<file path="config.mk">
export PLATFORM = sky130hd
export DESIGN_NAME = muxw_n1_rr
export DESIGN_NICKNAME = d
export VERILOG_FILES = /design/src/rtl/muxw_n1_rr.sv
export SDC_FILE = /design/constraint.sdc
export NUM_CORES = 1
export LEC_CHECK = 0
export BUFFER_PORTS_ARGS = -buffer_cell sky130_fd_sc_hd__buf_2
export CAP_MARGIN = 10
export CELL_PAD_IN_SITES_DETAIL_PLACEMENT = 2
export CELL_PAD_IN_SITES_GLOBAL_PLACEMENT = 2
export CORE_UTILIZATION = 24
export CTS_CLUSTER_DIAMETER = 30
export CTS_CLUSTER_SIZE = 16
export DETAILED_ROUTE_END_ITERATION = 8
export PLACE_DENSITY = 0.86
export RECOVER_POWER = 25
export SLEW_MARGIN = 10
export SYNTH_ARGS = -nofsm -noshare
export SYNTH_HDL_FRONTEND = slang
export SYNTH_SLANG_ARGS = --single-unit
</file>
<file path="constraint.sdc">
create_clock -name Clk -period 1.9 [get_ports Clk]
set_clock_uncertainty 0.15 [all_clocks]
set_input_delay 0.095 -clock Clk [delete_from_list [all_inputs] [get_ports Clk]]
set_output_delay 0.095 -clock Clk [all_outputs]
set_load 0.05 [all_outputs]
</file>
<file path="src/rtl/muxw_n1_rr.sv">
// Registered N:1 W-bit selector with valid/ready on every channel and on the output.
// Round-robin mode and its pointer are compiled in only when MUXW_N1_RR_EN is defined.
module muxw_n1_rr #(
    parameter int W = 32,
    parameter int N = 4
) (
    input  logic                 Clk,
    input  logic                 Rst,
    input  logic [W*N-1:0]       Vin,
    input  logic [N-1:0]         VinValid,
    output logic [N-1:0]         VinReady,
    input  logic [$clog2(N)-1:0] Sel,
    input  logic                 Mode,
    output logic [W-1:0]         Vout,
    output logic                 VoutValid,
    input  logic                 VoutReady,
    output logic [$clog2(N)-1:0] VoutSel
);
    localparam int SW = $clog2(N);

    // Handshake: a channel word moves when VinValid[g] & VinReady[g] at a rising Clk;
    // the output word moves downstream when VoutValid & VoutReady at a rising Clk.

    logic [W-1:0]  ch [N];
    logic          load;
    logic          grant_valid;
    logic [SW-1:0] grant_idx;
    logic          xfer;

    always_comb begin
        for (int i = 0; i < N; i++) begin
            ch[i] = Vin[i*W +: W];
        end
    end

    assign load = ~VoutValid | VoutReady;

`ifdef MUXW_N1_RR_EN
    logic [SW-1:0] ptr;
    logic [SW-1:0] cand;

    always_comb begin
        grant_valid = 1'b0;
        grant_idx   = '0;
        cand        = '0;
        if (Mode) begin
            // Search starts at ptr and wraps; first valid channel wins.
            for (int i = 0; i < N; i++) begin
                cand = SW'((int'(ptr) + i) % N);
                if (!grant_valid && VinValid[cand]) begin
                    grant_valid = 1'b1;
                    grant_idx   = cand;
                end
            end
        end else if (int'(Sel) < N) begin
            grant_valid = 1'b1;
            grant_idx   = Sel;
        end
    end

    always_ff @(posedge Clk or posedge Rst) begin
        if (Rst) begin
            ptr <= '0;
        end else if (Mode && xfer) begin
            ptr <= (int'(grant_idx) == N - 1) ? '0 : grant_idx + 1'b1;
        end
    end
`else
    logic unused_mode;
    assign unused_mode = Mode;

    always_comb begin
        grant_valid = 1'b0;
        grant_idx   = '0;
        if (int'(Sel) < N) begin
            grant_valid = 1'b1;
            grant_idx   = Sel;
        end
    end
`endif

    always_comb begin
        VinReady = '0;
        if (!Rst && grant_valid && load) begin
            VinReady[grant_idx] = 1'b1;
        end
    end

    assign xfer = grant_valid & load & VinValid[grant_idx] & ~Rst;

    always_ff @(posedge Clk or posedge Rst) begin
        if (Rst) begin
            Vout      <= '0;
            VoutValid <= 1'b0;
            VoutSel   <= '0;
        end else if (load) begin
            // With no transfer the word drains; data and index are kept for observation.
            if (xfer) begin
                Vout      <= ch[grant_idx];
                VoutSel   <= grant_idx;
                VoutValid <= 1'b1;
            end else begin
                VoutValid <= 1'b0;
            end
        end
    end
endmodule

</file>
==> summary.md <==
| Metric | Value |
|---|---|
| Status | completed |
| Max Cap Violations | 0 |
| Core area | 0.009284 mm^2 |
| Sw Share | 43.51% |
| Layout Cells excl Fill | between 400 and 500 |
| Required time worst endpoint | 1.65 ns |
| Initial Util | 24.85% |
| CTS sink count | 35 |
| Total power | 3.411 mW |
| CTS tree | built |
| Cells on worst reg2reg path | 4 |
| Achievable Freq | roughly 540 MHz |
| Hpwl dp | 6479 um |
| Pwr dens | 982.1 mW/mm^2 |
| Worst-path maximum fanout | 4 |
| Initial detailed-routing violation count | 28 |
| Crit path kind | in -> out |
| Unrepaired setup endpoints after global routing | false |
| Synth area leader | dfrtp_1 |
| Worst hold path type | in -> reg |
| DRT antenna net count | 0 |
| Psw | 1.484 mW |
| Internal power | around 1.9 mW |
| Fin. max-slew vios | 0 |
| Number of global-route vias before repair | around 2.4k |
| Clk_lat worst skew | 0.28 ns |
| Sequential area share after synthesis | 37.96% |
| DRC violation count after routing | 0 |
| N_diodes | 0 |
| Clock-pin slew reported for the worst setup and hold paths after clock tree synthesis | roughly 0.070 ns |
| Ports | 177 |
| Post-synth top area share | a little under two fifths |
| Worst setup SP type | primary input |
| Worst EP arrival | 1.60 ns |
| Die area | 0.01001 mm^2 |
| Worst setup margin | about 0.056 ns |
| Worst VDD drop | 284.6 uV |
| First-pass GRT wire length | 11,680 um |
| DR vias | 1,988 |
| Final setup violating endpoints | 0 |
| Syn avg cell area | about 18 um^2 |
| Routability cong. | 0.7040 |
| Crit path time final | 1.844 ns |
| Post-DR wirelength/cell | approximately 17 um |
| Port Buffer Count | 175 |
| Rows | 35 |
| Die Y | 100.0 um |
| CTS Buf Count | 5 |
| Postcts setup bufs | 0 |
| Warnings from Yosys | 0 |
| Combinational power share | 51.0% |
| GR Util All Layers | between 10% and 20% |
| Final core utilization | 37.41% |
| Yosys cell types | 17 |
| Critical Path Sink Type | output port |
| Pleak | 1.742 nW |
| Flops & latches, synth | 35 |
| H-tree depth | 2 |
| Synth-to-layout area growth | 50.54% |
| Post-Syn Area | ~0.0023 mm^2 |
| Drt first pass iters | 3 |
| Fin crit share | 97.04% |
| WP buf/inv | 5 |
| Post-Syn Instances | 128 |
| Share of layout cells above drive strength 1 | between 80% and 90% |
| Critical path depth | 7 |
| Clock Tree Root | clkbuf_8 |
| Initial antenna violation count | 1 |
| Die W | 100.0 um |
| Total congestion overflow | 0 |
| Relative slew margins | 53.29% |
| Cell Chain, Critical Path | dlygate4sd3_1 > clkbuf_1 > clkinvlp_4 > buf_4 > nand2_1 > nor3_2 > buf_2 |
| Vias per cell | 4.528 |
| Synth top area cells | dfrtp_1 38%, mux4_2 32%, mux2_4 19% |
| Clock network power share | 17.6% |
| Hold Path Depth | 3 |
| Max stage delay on crit path | 0.54 ns |
| Hold violation count in the final report | 0 |
| Sequential power share | 31.5% |
| Fin nets | 447 |
| CP max stage cell | dlygate4sd3_1 |
| Largest net degree at the start of global routing | 25 |
| CP delay by family, top | buffers and inverters |
| Pre-CTS setup slack | approximately 0.15 ns |
| Cells after DPL | 429 |
| Worst slew pin tran | 0.7007 ns |
| Final setup TNS | 0 ns |
| Final wirelength | 7632 um |
| Longest Clk Path Bufs | 2 |
| Fill cells | 1,027 |
| Net Count, Synth | 266 |
==> cell usage after synthesis (all sizes together) <==
master   count
nand2        2
a31oi        1
o2bb2ai      1
buf          9
nor3         4
clkbuf       2
mux2        35
nand2b       1
inv          3
dfrtp       35
nand3        2
mux4        33
==> power groups by stage <==
stage,clock network [mW],logic (mW),registers [mW]
final,0.599,1.74,1.07
after global routing,0.675,1.82,1.10
after CTS,0.634,1.78,1.07
after detailed placement,0,1.77,1.08
after global placement,0,1.73,1.08
after floorplan,0,0.553,1.82
==> logic make-up after synthesis <==
family	after synthesis	synth area share, %
buffers and inverters	14	4.935
AND/OR/NAND/NOR	9	2.441
flip-flops	35	37.96
multiplexers	68	54.01
AO/OA/AOI/OAI	2	0.6510
==> layout by cell type, fill, tap and decap left out <==
cell type	count
mux2_4	29
a31oi_1	1
nor3_2	4
mux4_2	33
nand2_1	2
buf_12	3
inv_1	2
dlymetal6s4s_1	1
dfrtp_1	35
clkbuf_1	9
nand3_1	1
buf_2	167
buf_4	4
clkbuf_2	1
nand2b_1	1
clkinvlp_4	1
nand3_4	1
o2bb2ai_1	1
mux2_2	6
dlygate4sd3_1	1
clkbuf_8	7
==> tightest hold or removal path: stages <==
cell and delay (ns):
buf_2 0.07, mux4_2 0.21, mux2_4 0.13
==> metal layers <==
layer,GRT usage (%),wire length (um),vias to the layer above
li1,-,-,880
met1,15.80,2554,1002
met2,31.46,4470,97
met3,2.925,518,7
met4,4.348,70,2
met5,0,17,-
==> sequential cells by signal (all words and copies together), names as in the netlist <==
| signal | cells |
|---|---|
| VoutSel | 2 |
| VoutValid | 1 |
| Vout | 32 |
==> path summary, 6_finish.rpt <==
kind                                 from     endpoint  slack [ns]
worst min register to register    Vout[3]      Vout[3]        0.36
worst max register to register  VoutValid     Vout[29]        0.39
worst max-delay path                  Rst  VinReady[0]        0.06
worst min-delay path               Vin[5]      Vout[5]        0.10
min in group asynchronous             Rst     Vout[25]        0.42
max in group asynchronous             Rst     Vout[12]        0.46
==> stage by stage <==
stage | hold WS, ns | cell area [um^2]
3_5_place_dp | 0.05800 | 3363
6_report | 0.1042 | 3473
4_1_cts | 0.09242 | 3483
3_3_place_gp | 0.05411 | 3363
2_1_floorplan | -0.08008 | 2331
5_1_grt | 0.1050 | 3473
==> area by class of cell <==
type	instances	area, um^2	area share (%)
multi-input combinational	79	1338	38.51
timing repair buffer	185	983.4	28.31
sequential	35	875.8	25.22
tap	129	161.4	4.647
clock buffer	8	100.1	2.882
inverter	3	15.01	0.4323
==> repair_timing <==
action,4_1_cts,5_1_grt
setup endpoints to repair,0,15
endpoints found under the hold margin,35,0
hold buffers,2,0
gates resized for setup,0,1
No activity file was read; power rests on OpenSTA's default activity.
